File: config.mk
export PLATFORM = sky130hd
export DESIGN_NAME = cycle_event_buffer
export DESIGN_NICKNAME = d
export VERILOG_FILES = /design/src/rtl/cycle_event_buffer.sv
export SDC_FILE = /design/constraint.sdc
export NUM_CORES = 1
export LEC_CHECK = 0
export ABC_CLOCK_PERIOD_IN_PS = 9300
export CAP_MARGIN = 10
export CORE_AREA = 2 2 179 181
export CTS_CLUSTER_SIZE = 10
export DETAILED_ROUTE_END_ITERATION = 7
export DIE_AREA = 0 0 181 183
export PLACE_DENSITY_LB_ADDON = 0.12
export SYNTH_ARGS = -nofsm -noshare
export SYNTH_HDL_FRONTEND = slang
export SYNTH_SLANG_ARGS = --single-unit
File: constraint.sdc
create_clock -name clk -period 9.3 [get_ports clk]
set_input_delay 0.93 -clock clk [delete_from_list [all_inputs] [get_ports clk]]
set_output_delay 0.93 -clock clk [all_outputs]
set_load 0.02 [all_outputs]
File: src/rtl/cycle_event_buffer.sv
// cycle_event_buffer: turns changes of a watched counter into {value, gap} events
// queued in a show-ahead FIFO with a valid/ready drain and a saturating drop counter.
module cycle_event_buffer #(
   parameter int WIDTH = 32,
   parameter int DEPTH = 8,
   parameter int GAP_W = 16
) (
   input  logic                       clk,
   input  logic                       rst,
   input  logic [WIDTH-1:0]           cycle_count,
   output logic                       evt_valid,
   input  logic                       evt_ready,
   output logic [WIDTH-1:0]           evt_value,
   output logic [GAP_W-1:0]           evt_gap,
   output logic [GAP_W-1:0]           drop_count,
   output logic [$clog2(DEPTH):0]     level,
   output logic                       full
);
   localparam int AW = $clog2(DEPTH);
   localparam int LW = AW + 1;
   logic [WIDTH-1:0] val_mem [DEPTH];
   logic [GAP_W-1:0] gap_mem [DEPTH];
   logic [AW-1:0]    wr_ptr, rd_ptr;
   logic [WIDTH-1:0] prev;
   logic             primed;
   logic [GAP_W-1:0] gap_ctr, gap_next;
   logic             change, pop, push, drop;
   assign evt_valid = level != '0;
   assign full      = level == LW'(DEPTH);
   assign evt_value = evt_valid ? val_mem[rd_ptr] : '0;
   assign evt_gap   = evt_valid ? gap_mem[rd_ptr] : '0;
   assign gap_next  = &gap_ctr ? gap_ctr : gap_ctr + GAP_W'(1);
   assign change    = primed && cycle_count != prev;
   assign pop       = evt_valid && evt_ready;
   // a pop frees the slot the push needs, so a full FIFO still accepts when draining
   assign push      = change && (!full || pop);
   assign drop      = change && full && !pop;
   always_ff @(posedge clk or posedge rst) begin
      if (rst) begin
         wr_ptr     <= '0;
         rd_ptr     <= '0;
         level      <= '0;
         drop_count <= '0;
         prev       <= '0;
         primed     <= 1'b0;
         gap_ctr    <= '0;
      end else begin
         if (!primed) begin
            prev    <= cycle_count;
            primed  <= 1'b1;
            gap_ctr <= '0;
         end else if (change) begin
            prev    <= cycle_count;
            gap_ctr <= '0;
         end else begin
            gap_ctr <= gap_next;
         end
         if (push) wr_ptr <= wr_ptr + AW'(1);
         if (pop) rd_ptr <= rd_ptr + AW'(1);
         level <= level + LW'(push) - LW'(pop);
         if (drop && !(&drop_count)) drop_count <= drop_count + GAP_W'(1);
      end
   end
   always_ff @(posedge clk) begin
      if (push) begin
         val_mem[wr_ptr] <= cycle_count;
         gap_mem[wr_ptr] <= gap_next;
      end
   end
endmodule

==> flow_summary.json <==
{
  "run_status": "completed",
  "rrSetupSlack_ns": 5.87,
  "routed_wirelength_um": 35130,
  "num_rows": 65,
  "use_met2_pct": 36.74,
  "clock_skew_ns": 0.02146,
  "grt_pass1_vias": 9128,
  "die_x_um": 181,
  "max_freq_ghz": 0.2199,
  "vias": 8780,
  "setup_tns_ns": 0,
  "cp.arrival_ns": 3.62,
  "cp_max_fo": 62,
  "grtUsageTotal_pct": 22.02,
  "gr-total-overflow": 0,
  "yosysWarnings": 0,
  "top_usage_layer": "met2",
  "drtIter0Drc": 672,
  "fin_crit_ns": 4.548,
  "cpPeakStageDelay_ns": 0.82,
  "max_cap_viol_count": 0,
  "critical_path.top_delay_family": "buffers and inverters",
  "slew_viol_final": 0,
  "dr.pass1.iters": 5,
  "hold_path_class": "flop to flop",
  "clockPowerShare_pct": 27.9,
  "syn-num-nets": 996,
  "yosys-top-cells-area": "edfxtp_1, mux4_2, dfrtp_1",
  "pwr-share-comb_pct": 30.2,
  "ys.flop_type": "edfxtp_1",
  "worst_slack_ns": 4.752,
  "grt_first_pass_wirelength_um": 54590,
  "cts_made_buffers": 52,
  "synth_area_per_cell_um2": 19.06,
  "drcViolationCount": 0,
  "period_share_pct": 48.90,
  "synthArstFlopShare_pct": 16.34,
  "ctsLongestPathBuffers": 3,
  "area_growth_pct": 16.29,
  "yosysSeqAreaShare_pct": 73.98,
  "met3_usage_pct": 3.376,
  "switching_share_pct": 29.78,
  "via_per_inst": 5.869,
  "cts_resized": 0,
  "start_util_pct": 58.03,
  "gp_congestion": 0.7567,
  "yosys.area.top_type_share_pct": 63.62,
  "port_buffers": 104,
  "hold_end": "drop_count[9]",
  "relSlewSlack_pct": 25.80,
  "clk_pin_slew_worst_paths_ns": 0.05,
  "dp_hpwl_um": 19240,
  "min-delay-start": "drop_count[9]",
  "post_cts_buffers": 0,
  "die_h_um": 183,
  "worst_pin_slew_ns": 1.113,
  "syn_inst": 951,
  "grt_setup_unrepaired": "false",
  "pwr-share-seq_pct": 41.9,
  "dp_slack_ns": 4.566,
  "ys_top_cells_by_count": "edfxtp_1, mux4_2, dfrtp_1, nor2_1, clkbuf_1",
  "cts_tree": "done",
  "synth-edff-count": 384,
  "crit_chain": "buf_4 -> mux4_2 -> mux2i_1 -> nor2_1 -> clkdlybuf4s50_1",
  "cp-end-kind": "output port",
  "hold_path_depth": 1,
  "core_um2": 31230,
  "yosys.area.top_type": "edfxtp_1",
  "hold_buffers": 0,
  "cpMaxStageDelayCell": "buf_4",
  "syn-cell-area_um2": 18120,
  "cp_num_buf_inv": 2,
  "ys_seq_elements": 459,
  "dieArea_um2": 33120,
  "setup_violations": 0,
  "p_per_area_nw_per_um2": 308.7,
  "synth.distinct_cells": 46,
  "drive_gt1_share_pct": 18.01,
  "fillers": 2129,
  "cts.sinks": 459,
  "worstRegToRegCells": 8,
  "ant_nets": 0,
  "grt_start_max_net_pins": 79,
  "worstSetupPathType": "flop to output port",
  "cts-root-buf": "clkbuf_16",
  "hold_viol_final": 0,
  "reg2reg_to": "gap_mem[5][8]",
  "p_sw_w": 0.001938,
  "power_leakage_nw": 7.281,
  "h-tree-depth": 2,
  "peakVddDrop_uv": 268.9,
  "critPathLaunchType": "flop",
  "use_met1_pct": 31.36,
  "p_int_w": 0.004568,
  "final_nets": 1098,
  "clock_latency_ns": 0.55,
  "ioPinCount": 105,
  "synth_most_common_cell": "edfxtp_1",
  "worstReg2RegStart": "prev[27]",
  "antenna_found_initial": 1,
  "cp.required_ns": 8.37,
  "wl_per_cell_um": 23.48,
  "num_antenna_cells": 0
}
[per-stage QoR]
stage	util (%)	instance area [um2]	cells	total power (W)	hold WS, ns
global route	67.49	21080	1496	0.006799	0.5228
global placement	62.61	19550	1401	0.004753	0.4838
detailed placement	62.61	19550	1401	0.004770	0.4867
floorplan	-	18120	951	0.003991	0.5517
finish	67.49	21080	1496	0.006506	0.4944
CTS	67.49	21080	1496	0.006596	0.5013
[routing by layer]
| layer | up-vias | part of all wire [%] |
|---|---|---|
| met2 | 257 | 50 |
| met5 | - | 0 |
| li1 | 3898 | - |
| met4 | 0 | 1.4 |
| met3 | 40 | 5.0 |
| met1 | 4585 | 43 |
[kinds of logic after synthesis]
| family | synth area share [%] |
|---|---|
| fa+ha+maj | 0.7318 |
| buf+inv | 1.905 |
| other cells | 0.02069 |
| simple gates | 4.909 |
| xor+xnor | 3.038 |
| compound gates | 0.3521 |
| mux | 15.06 |
| flops | 73.98 |
[power groups by stage]
stage	clock network [W]	registers, W	logic (W)
4_1_cts	0.00185	0.00274	0.00201
5_1_grt	0.00193	0.00276	0.00211
2_1_floorplan	0	0.00264	0.00135
3_5_place_dp	0	0.00277	0.00199
6_report	0.00182	0.00273	0.00196
3_3_place_gp	0	0.00276	0.00199
[state kept, by name, summed over array words and instances, names as in the netlist]
register,flops
wr_ptr,3
gap_ctr,16
prev,32
primed,1
val_mem,256
gap_mem,128
drop_count,16
rd_ptr,3
level,4
[worst register-to-register path: stages (launching register included)]
cell	delay, ns
dfrtp_1	0.37
xor2_1	0.17
nor4_1	0.84
nand4_1	0.27
nor2_2	0.17
buf_4	0.27
nor2_1	0.12
and4b_2	0.46
buf_4	0.42
[worst max-delay path by stage]
| stage | end | slack (ns) | start | cells after the start |
|---|---|---|---|---|
| floorplan | gap_mem[7][0] | 2.04 | cycle_count[27] | 7 |
| global placement | val_mem[5][1] | 4.62 | cycle_count[14] | 9 |
| detailed placement | val_mem[5][4] | 4.57 | cycle_count[27] | 9 |
| CTS | evt_value[9] | 4.61 | rd_ptr[1] | 5 |
| global route | evt_value[9] | 4.56 | rd_ptr[1] | 5 |
| finish | evt_value[9] | 4.75 | rd_ptr[1] | 5 |
[area by class of cell]
class	count	area (um2)	share of cell area [%]
Timing Repair Buffer	122	1189	5.640
Clock buffer	93	1498	7.106
Inverter	10	38.79	0.1840
Tap cell	402	503.0	2.386
Clock inverter	2	25.02	0.1187
Sequential cell	459	13420	63.67
Multi-Input combinational cell	408	4404	20.90
[layout by cell type (no fill, tap or decap), types with 2 or more instances in the layout]
cell,n
mux2i_1,50
o21a_1,2
inv_1,9
clkbuf_16,54
nand3_1,15
edfxtp_1,384
mux2_2,6
nor2b_1,13
or3_1,2
nand4_1,9
nor4_1,15
buf_4,17
nand2_1,26
xor2_1,52
nor3_1,10
dfrtp_4,3
dfrtp_1,72
o21ai_0,2
xnor2_1,9
clkdlybuf4s50_1,104
ha_1,9
clkbuf_1,39
mux4_2,96
and4b_2,2
nor3b_2,2
nor2_1,56
a21oi_1,2
nor3_2,2
and3_1,7
(Power assumes the default switching activity.)
